`src/rtl/vga_timing_gen_pkg.sv`:
```
// Shared raster constants (640x480@60 defaults), control-bit struct and decode helpers.
// Other video modes reuse this by overriding the top-level parameters.
package vga_timing_gen_pkg;

   localparam int unsigned CNT_W = 10;
   localparam int unsigned DIV_W = 2;

   localparam int unsigned DEF_H_ACTIVE = 640;
   localparam int unsigned DEF_H_FP     = 16;
   localparam int unsigned DEF_H_SYNC   = 96;
   localparam int unsigned DEF_H_BP     = 48;
   localparam int unsigned DEF_V_ACTIVE = 480;
   localparam int unsigned DEF_V_FP     = 10;
   localparam int unsigned DEF_V_SYNC   = 2;
   localparam int unsigned DEF_V_BP     = 33;
   localparam int unsigned DEF_CLK_DIV  = 2;
   localparam int unsigned DEF_PIPE_DLY = 2;

   typedef struct packed {
      logic act;
      logic hs_n;
      logic vs_n;
   } vid_ctl_t;

   localparam vid_ctl_t VID_CTL_IDLE = '{act: 1'b0, hs_n: 1'b1, vs_n: 1'b1};

   function automatic int unsigned span_total(input int unsigned a, input int unsigned b,
                                              input int unsigned c, input int unsigned d);
      return a + b + c + d;
   endfunction

   function automatic logic in_window(input logic [CNT_W-1:0] v, input int unsigned lo,
                                      input int unsigned len);
      return (32'(v) >= lo) && (32'(v) < lo + len);
   endfunction

endpackage

```
`src/rtl/vga_timing_gen_sync_delay.sv`:
```
// W-bit shift line of depth D advanced on en_i; every stage resets to RST_VAL.
// D=0 degenerates to a wire from d_i to q_o.
module sync_delay #(
   parameter int unsigned W       = 1,
   parameter int unsigned D       = 1,
   parameter logic [W-1:0] RST_VAL = '0
) (
   input  logic         clk,
   input  logic         rst,
   input  logic         en_i,
   input  logic [W-1:0] d_i,
   output logic [W-1:0] q_o
);

   generate
      if (D == 0) begin : g_pass
         logic unused_ctl;
         assign unused_ctl = ^{clk, rst, en_i};
         assign q_o = d_i;
      end else begin : g_shift
         logic [W-1:0] stage_q [D];

         always_ff @(posedge clk or posedge rst) begin
            if (rst) begin
               for (int i = 0; i < int'(D); i++) begin
                  stage_q[i] <= RST_VAL;
               end
            end else if (en_i) begin
               stage_q[0] <= d_i;
               for (int i = 1; i < int'(D); i++) begin
                  stage_q[i] <= stage_q[i-1];
               end
            end
         end

         assign q_o = stage_q[D-1];
      end
   endgenerate

endmodule

```
`src/rtl/vga_timing_gen.sv`:
```
// VGA raster timing: pixel-rate enable, x/y counters, line/frame pulses and
// sync/blank decodes delayed by PIPE_DLY pixels to match the renderer's fetch latency.
module vga_timing_gen
   import vga_timing_gen_pkg::*;
#(
   parameter int unsigned H_ACTIVE = DEF_H_ACTIVE,
   parameter int unsigned H_FP     = DEF_H_FP,
   parameter int unsigned H_SYNC   = DEF_H_SYNC,
   parameter int unsigned H_BP     = DEF_H_BP,
   parameter int unsigned V_ACTIVE = DEF_V_ACTIVE,
   parameter int unsigned V_FP     = DEF_V_FP,
   parameter int unsigned V_SYNC   = DEF_V_SYNC,
   parameter int unsigned V_BP     = DEF_V_BP,
   parameter int unsigned CLK_DIV  = DEF_CLK_DIV,
   parameter int unsigned PIPE_DLY = DEF_PIPE_DLY
) (
   input  logic             clk,
   input  logic             rst,
   output logic             pix_en,
   output logic [CNT_W-1:0] x,
   output logic [CNT_W-1:0] y,
   output logic             line_start,
   output logic             frame_start,
   output logic             active,
   output logic             hsync,
   output logic             vsync
);

   localparam int unsigned H_TOTAL = span_total(H_ACTIVE, H_FP, H_SYNC, H_BP);
   localparam int unsigned V_TOTAL = span_total(V_ACTIVE, V_FP, V_SYNC, V_BP);
   localparam logic [DIV_W-1:0] DIV_LAST = DIV_W'(CLK_DIV - 1);
   localparam logic [CNT_W-1:0] H_LAST   = CNT_W'(H_TOTAL - 1);
   localparam logic [CNT_W-1:0] V_LAST   = CNT_W'(V_TOTAL - 1);

   logic [DIV_W-1:0] div_q, div_d;
   logic             pix_en_q, pix_en_d;
   logic [CNT_W-1:0] x_q, x_d;
   logic [CNT_W-1:0] y_q, y_d;
   logic             line_start_q, line_start_d;
   logic             frame_start_q, frame_start_d;
   vid_ctl_t         dec_q, dec_d;
   vid_ctl_t         dly_ctl;
   logic             x_wrap, y_wrap;

   always_comb begin
      div_d         = (div_q == DIV_LAST) ? '0 : div_q + 2'd1;
      pix_en_d      = (div_q == DIV_LAST);
      x_wrap        = pix_en_q && (x_q == H_LAST);
      y_wrap        = x_wrap && (y_q == V_LAST);
      x_d           = x_q;
      y_d           = y_q;
      if (pix_en_q) begin
         x_d = x_wrap ? '0 : x_q + 10'd1;
      end
      if (x_wrap) begin
         y_d = y_wrap ? '0 : y_q + 10'd1;
      end
      line_start_d  = x_wrap;
      frame_start_d = y_wrap;
      // Decode the next count so the registered decode lines up with x/y.
      dec_d.act     = (32'(x_d) < H_ACTIVE) && (32'(y_d) < V_ACTIVE);
      dec_d.hs_n    = !in_window(x_d, H_ACTIVE + H_FP, H_SYNC);
      dec_d.vs_n    = !in_window(y_d, V_ACTIVE + V_FP, V_SYNC);
   end

   always_ff @(posedge clk or posedge rst) begin
      if (rst) begin
         div_q         <= '0;
         pix_en_q      <= 1'b0;
         x_q           <= '0;
         y_q           <= '0;
         line_start_q  <= 1'b0;
         frame_start_q <= 1'b0;
         dec_q         <= VID_CTL_IDLE;
      end else begin
         div_q         <= div_d;
         pix_en_q      <= pix_en_d;
         x_q           <= x_d;
         y_q           <= y_d;
         line_start_q  <= line_start_d;
         frame_start_q <= frame_start_d;
         dec_q         <= dec_d;
      end
   end

   sync_delay #(
      .W       ($bits(vid_ctl_t)),
      .D       (PIPE_DLY),
      .RST_VAL (VID_CTL_IDLE)
   ) u_sync_delay (
      .clk  (clk),
      .rst  (rst),
      .en_i (pix_en_q),
      .d_i  (dec_q),
      .q_o  (dly_ctl)
   );

   assign pix_en      = pix_en_q;
   assign x           = x_q;
   assign y           = y_q;
   assign line_start  = line_start_q;
   assign frame_start = frame_start_q;
   assign active      = dly_ctl.act;
   assign hsync       = dly_ctl.hs_n;
   assign vsync       = dly_ctl.vs_n;

endmodule
```
`config.mk`:
```
export PLATFORM = sky130hd
export DESIGN_NAME = vga_timing_gen
export DESIGN_NICKNAME = d
export VERILOG_FILES = /design/src/rtl/vga_timing_gen_pkg.sv /design/src/rtl/vga_timing_gen_sync_delay.sv /design/src/rtl/vga_timing_gen.sv
export SDC_FILE = /design/constraint.sdc
export NUM_CORES = 1
export LEC_CHECK = 0
export BUFFER_PORTS_ARGS = -buffer_cell sky130_fd_sc_hd__clkbuf_2
export CAP_MARGIN = 20
export CORE_ASPECT_RATIO = 0.5
export CORE_MARGIN = 1
export CORE_UTILIZATION = 55
export DETAILED_ROUTE_END_ITERATION = 10
export PLACE_DENSITY = 0.87
export REMOVE_ABC_BUFFERS = 1
export SETUP_SLACK_MARGIN = 0.5
export SLEW_MARGIN = 10
export SYNTH_ARGS = -nofsm -noshare
export SYNTH_HDL_FRONTEND = slang
export SYNTH_SLANG_ARGS = --single-unit
```
`constraint.sdc`:
```
create_clock -name clk -period 3.2 [get_ports clk]
set_input_delay 0.32 -clock clk [delete_from_list [all_inputs] [get_ports clk]]
set_output_delay 0.32 -clock clk [all_outputs]
set_load 0.005 [all_outputs]
```
==> Yosys cells after proc, flatten, opt, wreduce, memory -nomap -nowiden <==
Index checks and enable logic that the tools add are counted.
{ "word_totals": {"ff_bits": 34, "inputBits": 2, "output_inout_bits": 26, "elab_cells": 35} }
{ "op_classes": {"addsub": 3, "n_lt_le_gt_ge": 6, "eq_ne": 3, "mux": 5, "reduce_logical": 7} }
{ "op_table": {"columns": ["op", "n"], "rows": [
  ["10-bit 2-to-1 mux", 4],
  ["10-bit by 1-bit adder with 10-bit output, second input constant", 2],
  ["10-bit equality test, second input constant", 2],
  ["10-bit less-than comparator, second input constant", 2],
  ["10-bit by 9-bit less-than comparator with 1-bit output, second input constant", 2],
  ["10-bit >= comparator, second input constant", 1],
  ["10-bit by 9-bit >= comparator with 1-bit output, second input constant", 1],
  ["1-bit logical AND", 5],
  ["2-bit by 1-bit adder with 2-bit output, second input constant", 1],
  ["2-bit by 1-bit equality test with 1-bit output, second input constant", 1],
  ["1-bit zero test", 2],
  ["2-bit 2-to-1 mux", 1]
]} }

==> Longest topological paths before layout <==
Gate-level depths: netlist of the first run.
{ "logic_depth": {"word_depth": 8, "mapped_depth": 9, "ltp_nobuf": 7} }

==> Hierarchy <==
A second synthesis of the first run with hierarchy kept.
{ "unflattened": {"hier_cells": 159, "area_unflattened_um2": 1769.2} }
{ "by_module_without_submodules": {"columns": ["mod", "instances", "cells_per_inst", "area_each_um2", "seq_area_each_um2"], "rows": [
  ["vga_timing_gen", 1, 142, 1486.4, 703.2],
  ["sync_delay", 1, 17, 282.8, 155.1]
]} }

==> Worst setup path after synthesis of the first run <==
OpenSTA, ideal clock, no wires.
{ "synth_timing": {"kind": "register -> register", "from": "reg x_q[0] (netlist: x[0])", "to": "reg dec_q[2] in the netlist's numbering", "setup_time_ns": 0.133, "arrival_time_ns": 2.122, "required_ns": 3.067, "slack_ns": 0.945, "stages_incl_launch_ff": 8, "path_buffers": 1, "period_less_slack_ns": 2.255, "cell_sequence": "dfrtp_1 -> ha_1 -> nand3_2 -> or3_1 -> buf_6 -> or4_1 -> a22oi_2 -> a311oi_1"} }
{ "synth_lines": {"columns": ["item", "line_no", "source"], "rows": [
  ["start, declared", "vga_timing_gen.sv:37", "logic [CNT_W-1:0] x_q, x_d;"],
  ["start signal, assigned", "vga_timing_gen.sv:70", "x_q <= '0;"],
  ["start signal, assigned", "vga_timing_gen.sv:78", "x_q <= x_d;"],
  ["end signal, assigned", "vga_timing_gen.sv:74", "dec_q <= VID_CTL_IDLE;"],
  ["end signal, assigned", "vga_timing_gen.sv:82", "dec_q <= dec_d;"],
  ["end, declared", "vga_timing_gen.sv:41", "vid_ctl_t dec_q, dec_d;"]
]} }

==> impl_metrics.yaml, run 1 <==
yosys:
  ys_types: 42
  yosysMostFrequentCell: "dfrtp_1"
  yosysTopAreaCell: "dfrtp_1"
  async_flop_share: 1.00
  synth.cells.most_frequent: "28 x dfrtp_1, 12 x inv_1, 12 x nand2_1"
  yosysTopAreaCellShare: 0.421
  ys_warn_count: 0
  syn_area_per_cell_um2: 10.9
  netlist_top_cells_area: "dfrtp_1 42%, dfstp_2 9.5%, mux2_2 4.7%"
  ys_seq_elements: 34
  synthCells: 153
  synthesis.area_mm2: 0.00166
  synth_edf_count: 0
  ys.flop_type: "dfrtp_1"
  ys_seq_area_frac: 0.516
final_layout:
  finish.instance_area_mm2: 0.00197
  diodes: 0
  drive_gt1_frac: 0.346
  nets: 192
  syn2layout_area_growth_pct: 18.3
  instances_no_fill: 225
critical_path:
  worst-path-buf-inv: 0
  crit_path_start_kind: "flop"
  path_cells: "ha_1, nand3_2, or3_1, or4_1, a22oi_2, a311oi_1"
  critical_path_required_ns: 3.36
  worst-setup-path-type: "flop to flop"
  critPathSlowestCell: "or3_1"
  cp_max_fo: 10
  cp-end-kind: "flop"
  max_stage_delay_ns: 0.61
  crit_family: "simple AND/OR/NAND/NOR gates"
  cp.arrival_ns: 2.69
cts:
  hold_buffers: 0
  cts_max_level: 2
  clock-root-buffer: "clkbuf_8"
  ctsResizeCount: 0
  clock-sinks: 34
  clock_path_buffers: 2
  postCtsSetupRepairBufs: 0
  clk_pin_slew_ns: 0.07
  clk-insertion-delay-late_ns: 0.29
  numCtsBuffers: 5
  cts_tree: "yes"
drt:
  drt_iter0_drc: 65
  dr.pass1.iters: 4
  wire_per_inst_um: 16.3
  ant_nets: 0
  vias: 1348
  drc_errors: 0
  wirelength_mm: 3.67
  avgViaCountPerCell: 5.99
timing:
  fin_skew_ns: 0.0111
  setup_violations: 0
  final_max_slew_viol_count: 0
  post-route-period-util: 0.789
  tns_ns: 0
  rsz0062_at_grt: "false"
  worst_pin_slew_ns: 0.448
  timing.final.crit_period_ns: 2.52
  relSlewSlack: 0.701
  hold_viol: 0
  clock.fmax_ghz: 0.396
  fin_ws_ns: 0.676
floorplanning:
  num_rows: 13
  die-area_mm2: 0.00326
  die_w_um: 79.8
  fp.dieH_um: 40.9
  ios: 28
  start_util: 0.609
  core_area_mm2: 0.00273
global_routing:
  antenna_found_initial: 0
  overflow: 0
  grt_usage: 0.261
  grt_max_degree: 25
  grt_pass1_vias: 1208
  grt_pass1_wl_mm: 5.84
pwr:
  p_leak_nw: 0.820
  p_per_area_mw_per_mm2: 396
  ir_drop_v: 0.000207
place:
  pre_cts_ws_ns: 0.740
  placed_cells: 217
  gp_congestion: 0.864
  place_area_mm2: 0.00187
  place_hpwl_mm: 2.70
  io_buffers: 27
min_path:
  min_path_type: "primary input to async pin"
flow_run:
  maxCapViolCount: 0
outcome:
  run_status: "completed"
-- state kept, by name (all words and copies together) (netlist names) --
signal / count
frame_start: 1
u_sync_delay.q_o: 3
div_q: 2
dec_q: 3
u_sync_delay.g_shift.stage_q: 3
line_start: 1
x: 10
pix_en: 1
y: 10
-- layout by cell type (no fill, tap or decap), types with 2 or more instances in the layout --
| cell | netlist | routed |
|---|---|---|
| nand3_1 | 8 | 8 |
| nor2b_1 | 3 | 3 |
| or4_1 | 4 | 4 |
| inv_1 | 12 | 11 |
| o31ai_1 | 3 | 3 |
| clkbuf_8 | 0 | 6 |
| nand4_1 | 8 | 8 |
| mux2_2 | 7 | 7 |
| ha_1 | 3 | 3 |
| nand2_1 | 12 | 12 |
| nor2_1 | 6 | 6 |
| nor4_1 | 4 | 4 |
| nand4b_1 | 2 | 2 |
| o21ai_0 | 6 | 6 |
| buf_4 | 1 | 3 |
| or3_1 | 4 | 4 |
| dfstp_2 | 6 | 6 |
| clkbuf_2 | 0 | 27 |
| or4bb_2 | 2 | 2 |
| dfrtp_1 | 28 | 28 |
| xnor2_1 | 7 | 7 |
| clkinvlp_4 | 0 | 2 |
| nor3_1 | 5 | 5 |
-- metrics by stage --
step	total power, mW	hold WS [ns]	util
after floorplan	0.444	0.389	-
after global placement	0.448	0.406	0.674
after detailed placement	0.453	0.328	0.684
after CTS	0.785	0.0153	0.718
after global routing	0.803	0.0202	0.720
final	0.780	0.00865	0.720
-- layout make-up --
| class | instances | area [µm²] |
|---|---|---|
| inverters | 12 | 48.8 |
| multi-input cells | 103 | 733 |
| well taps | 37 | 46.3 |
| clock buffers | 6 | 82.6 |
| fillers | 192 | 766 |
| clock inverters | 2 | 12.5 |
| flip-flops and latches | 34 | 858 |
| repair buffers | 31 | 185 |
-- power breakdown --
| group | switching [mW] | total (mW) | internal [mW] | leakage, nW |
|---|---|---|---|---|
| registers | 0 | 0.430 | 0.430 | 0.424 |
| logic | 0.00891 | 0.0143 | 0.00540 | 0.349 |
| clock network | 0.162 | 0.335 | 0.173 | 0.0472 |
-- path summary, 6_finish.rpt --
check	from	endpoint	slack, ns	cells after the start
worst max register to register	x[0]	dec_q[2]	0.68	6
min in group clk	div_q[1]	pix_en	0.43	1
worst max-delay path	x[0]	dec_q[2]	0.68	6
worst min-delay path	rst	y[2]	0.009	2
worst min register to register	div_q[1]	pix_en	0.43	1
max in group asynchronous	rst	u_sync_delay.g_shift.stage_q[3]	2.53	4
-- kinds of logic (layout without fill, tap and decap cells) --
| group | count (synthesis) | in the layout | synth area share |
|---|---|---|---|
| flip-flops | 34 | 34 | 0.516 |
| AO/OA/AOI/OAI | 19 | 19 | 0.0873 |
| buffers and inverters | 16 | 51 | 0.0429 |
| multiplexers | 8 | 8 | 0.0534 |
| AND/OR/NAND/NOR | 65 | 65 | 0.236 |
| XOR/XNOR | 8 | 8 | 0.0421 |
| adder cells (fa/ha/maj) | 3 | 3 | 0.0226 |
-- layer usage --
layer  part of all wire  up-vias  GRT usage
met3              0.055        9     0.0756
met1               0.45      654      0.315
li1                   -      637          -
met4              0.017        0      0.107
met5                  0        -          0
met2               0.47       48      0.462
Note: power is estimated with default switching activity, not from simulation.
==> run 2: changes to the inputs <==
- CORE_UTILIZATION: 55 -> 49
- PLACE_DENSITY: 0.87 -> 0.83
- clock period: 3.2 -> 2.2 ns (I/O delays scaled with it)
==> impl_metrics.yaml, run 2 (same netlist as run 1, synthesis figures left out) <==
flow_run:
  maxCapViolCount: 0
critical_path:
  r2r_start: "x[6]"
  worst-setup-path-type: "flop to flop"
  max_stage_delay_ns: 0.45
  worst-path-buf-inv: 2
  critical_path_required_ns: 2.40
  path_cells: "or3b_4, or3_4, buf_6, inv_8, nand4_1, a311oi_2, nand4b_1"
  crit_family: "simple AND/OR/NAND/NOR gates"
  cp.arrival_ns: 2.48
  reg2reg_slack_ns: -0.07
  cp_max_fo: 7
  cp-end-kind: "flop"
  worstSetupStartpoint: "x[6]"
  critPathSlowestCell: "or3_4"
  crit_path_start_kind: "flop"
final_layout:
  drive_gt1_frac: 0.562
  multi_input_area_um2: 897
  nets: 230
  instances_no_fill: 266
  final-seq-area_um2: 858
  diodes: 0
  syn2layout_area_growth_pct: 47.3
  finish.instance_area_mm2: 0.00245
  final_cell_mix: "29 x buf_4, 28 x dfrtp_1, 27 x clkbuf_2, 13 x buf_6, 10 x inv_1"
  layout_commonest_cell: "buf_4"
  n_fill_cell: 151
pwr:
  p_seq_frac: 0.554
  power_frac_clock: 0.434
  p_switching_mw: 0.249
  p_leak_nw: 1.09
  power_mw: 1.13
  p_comb_frac: 0.012
  ir_drop_v: 0.000286
  internal-power_mw: 0.880
  p_sw_frac: 0.220
  p_per_area_mw_per_mm2: 461
drt:
  dr.pass1.iters: 7
  ant_nets: 0
  vias: 1676
  drt_iter0_drc: 204
  avgViaCountPerCell: 6.30
  wirelength_mm: 5.56
  drc_errors: 1
  wire_per_inst_um: 20.9
place:
  placed_cells: 242
  place_area_mm2: 0.00202
  io_buffers: 27
  gp_congestion: 0.913
  place_hpwl_mm: 2.75
cts:
  hold_buffers: 0
  clock-root-buffer: "clkbuf_8"
  cts_max_level: 2
  clk_pin_slew_ns: 0.08
  cts_tree: "yes"
  numCtsBuffers: 5
  clk-insertion-delay-late_ns: 0.30
  clock_path_buffers: 2
  clock-sinks: 34
floorplanning:
  num_rows: 14
  fp.dieH_um: 43.2
  ios: 28
  die_w_um: 84.4
  start_util: 0.533
  core_area_mm2: 0.00312
  die-area_mm2: 0.00364
timing:
  timing.hold.ws_ns: -0.0175
  rsz0062_at_grt: "true"
  relSlewSlack: 0.717
  final_max_slew_viol_count: 0
  timing.final.crit_period_ns: 2.27
  clock.fmax_ghz: 0.440
  fin_skew_ns: 0.0121
  fin_ws_ns: -0.0747
  setup_violations: 2
  hold_viol: 15
  post-route-period-util: 1.03
  worst_pin_slew_ns: 0.424
global_routing:
  grt_max_degree: 35
  grt_pass1_wl_mm: 7.51
  grt_pass1_vias: 1502
  grt_usage: 0.284
  antenna_found_initial: 0
  overflow: 0
outcome:
  run_status: "complete, but fails checks"
  violations: "DRC, hold timing, setup timing"
min_path:
  min_path_type: "primary input to async pin"
[run 2: cell types whose count changed in the layout (fill, tap and decap cells not counted), moves of 4 or more]
cell,before,now
nand2_1,12,8
o21ai_0,6,1
buf_4,3,29
buf_6,0,13
[run 2: what timing repair did]
item / 4_1_cts / 5_1_grt
cloned: 0 / 0
setup endpoints to repair: 18 / 20
gates resized for setup: 40 / 18
buffers inserted: 8 / 8
pin swaps: 19 / 19
[run 2: metrics by stage]
stage,setup slack [ns],setup TNS [ns],utilization
2_1_floorplan,-0.0845,-0.138,-
3_3_place_gp,-0.0344,-0.0391,0.647
3_5_place_dp,-0.0957,-0.157,0.647
4_1_cts,0.0834,0,0.743
5_1_grt,-0.0829,-0.152,0.785
6_report,-0.0747,-0.131,0.785
[run 2: layer usage]
layer / part of all wire / track usage
met1: 0.40 / 0.353
met2: 0.46 / 0.480
met3: 0.079 / 0.0837
met4: 0.056 / 0.105
met5: 0 / 0
[run 2: area by class of cell]
class,instances,area share
flip-flops and latches,34,0.351
well taps,40,0.0204
clock inverters,1,0.00204
clock buffers,7,0.0353
repair buffers,69,0.204
multi-input cells,103,0.366
inverters,12,0.0215
[run 2: worst reg2reg max path, stage by stage, from the launching register on]
cell and delay [ns]:
dfrtp_1 0.41, or3b_4 0.42, or3_4 0.45, buf_6 0.16, inv_8 0.06, nand4_1 0.14, a311oi_2 0.37, nand4b_1 0.17
[run 2: path summary, 6_finish.rpt]
kind / to / depth (start not counted)
max reg2reg: dec_q[0] / 7
max: dec_q[0] / 7
max in group asynchronous: u_sync_delay.q_o[1] / 3
min reg2reg: div_q[0] / 1
min in group clk: div_q[0] / 1
min: y[9] / 3
[run 2: power by group through the flow]
stage	sequential, mW	clock, mW	combinational [mW]
2_1_floorplan	0.637	0	0.00912
3_3_place_gp	0.637	0	0.0143
3_5_place_dp	0.637	0	0.0145
4_1_cts	0.626	0.475	0.0144
5_1_grt	0.625	0.519	0.0161
6_report	0.625	0.489	0.0138
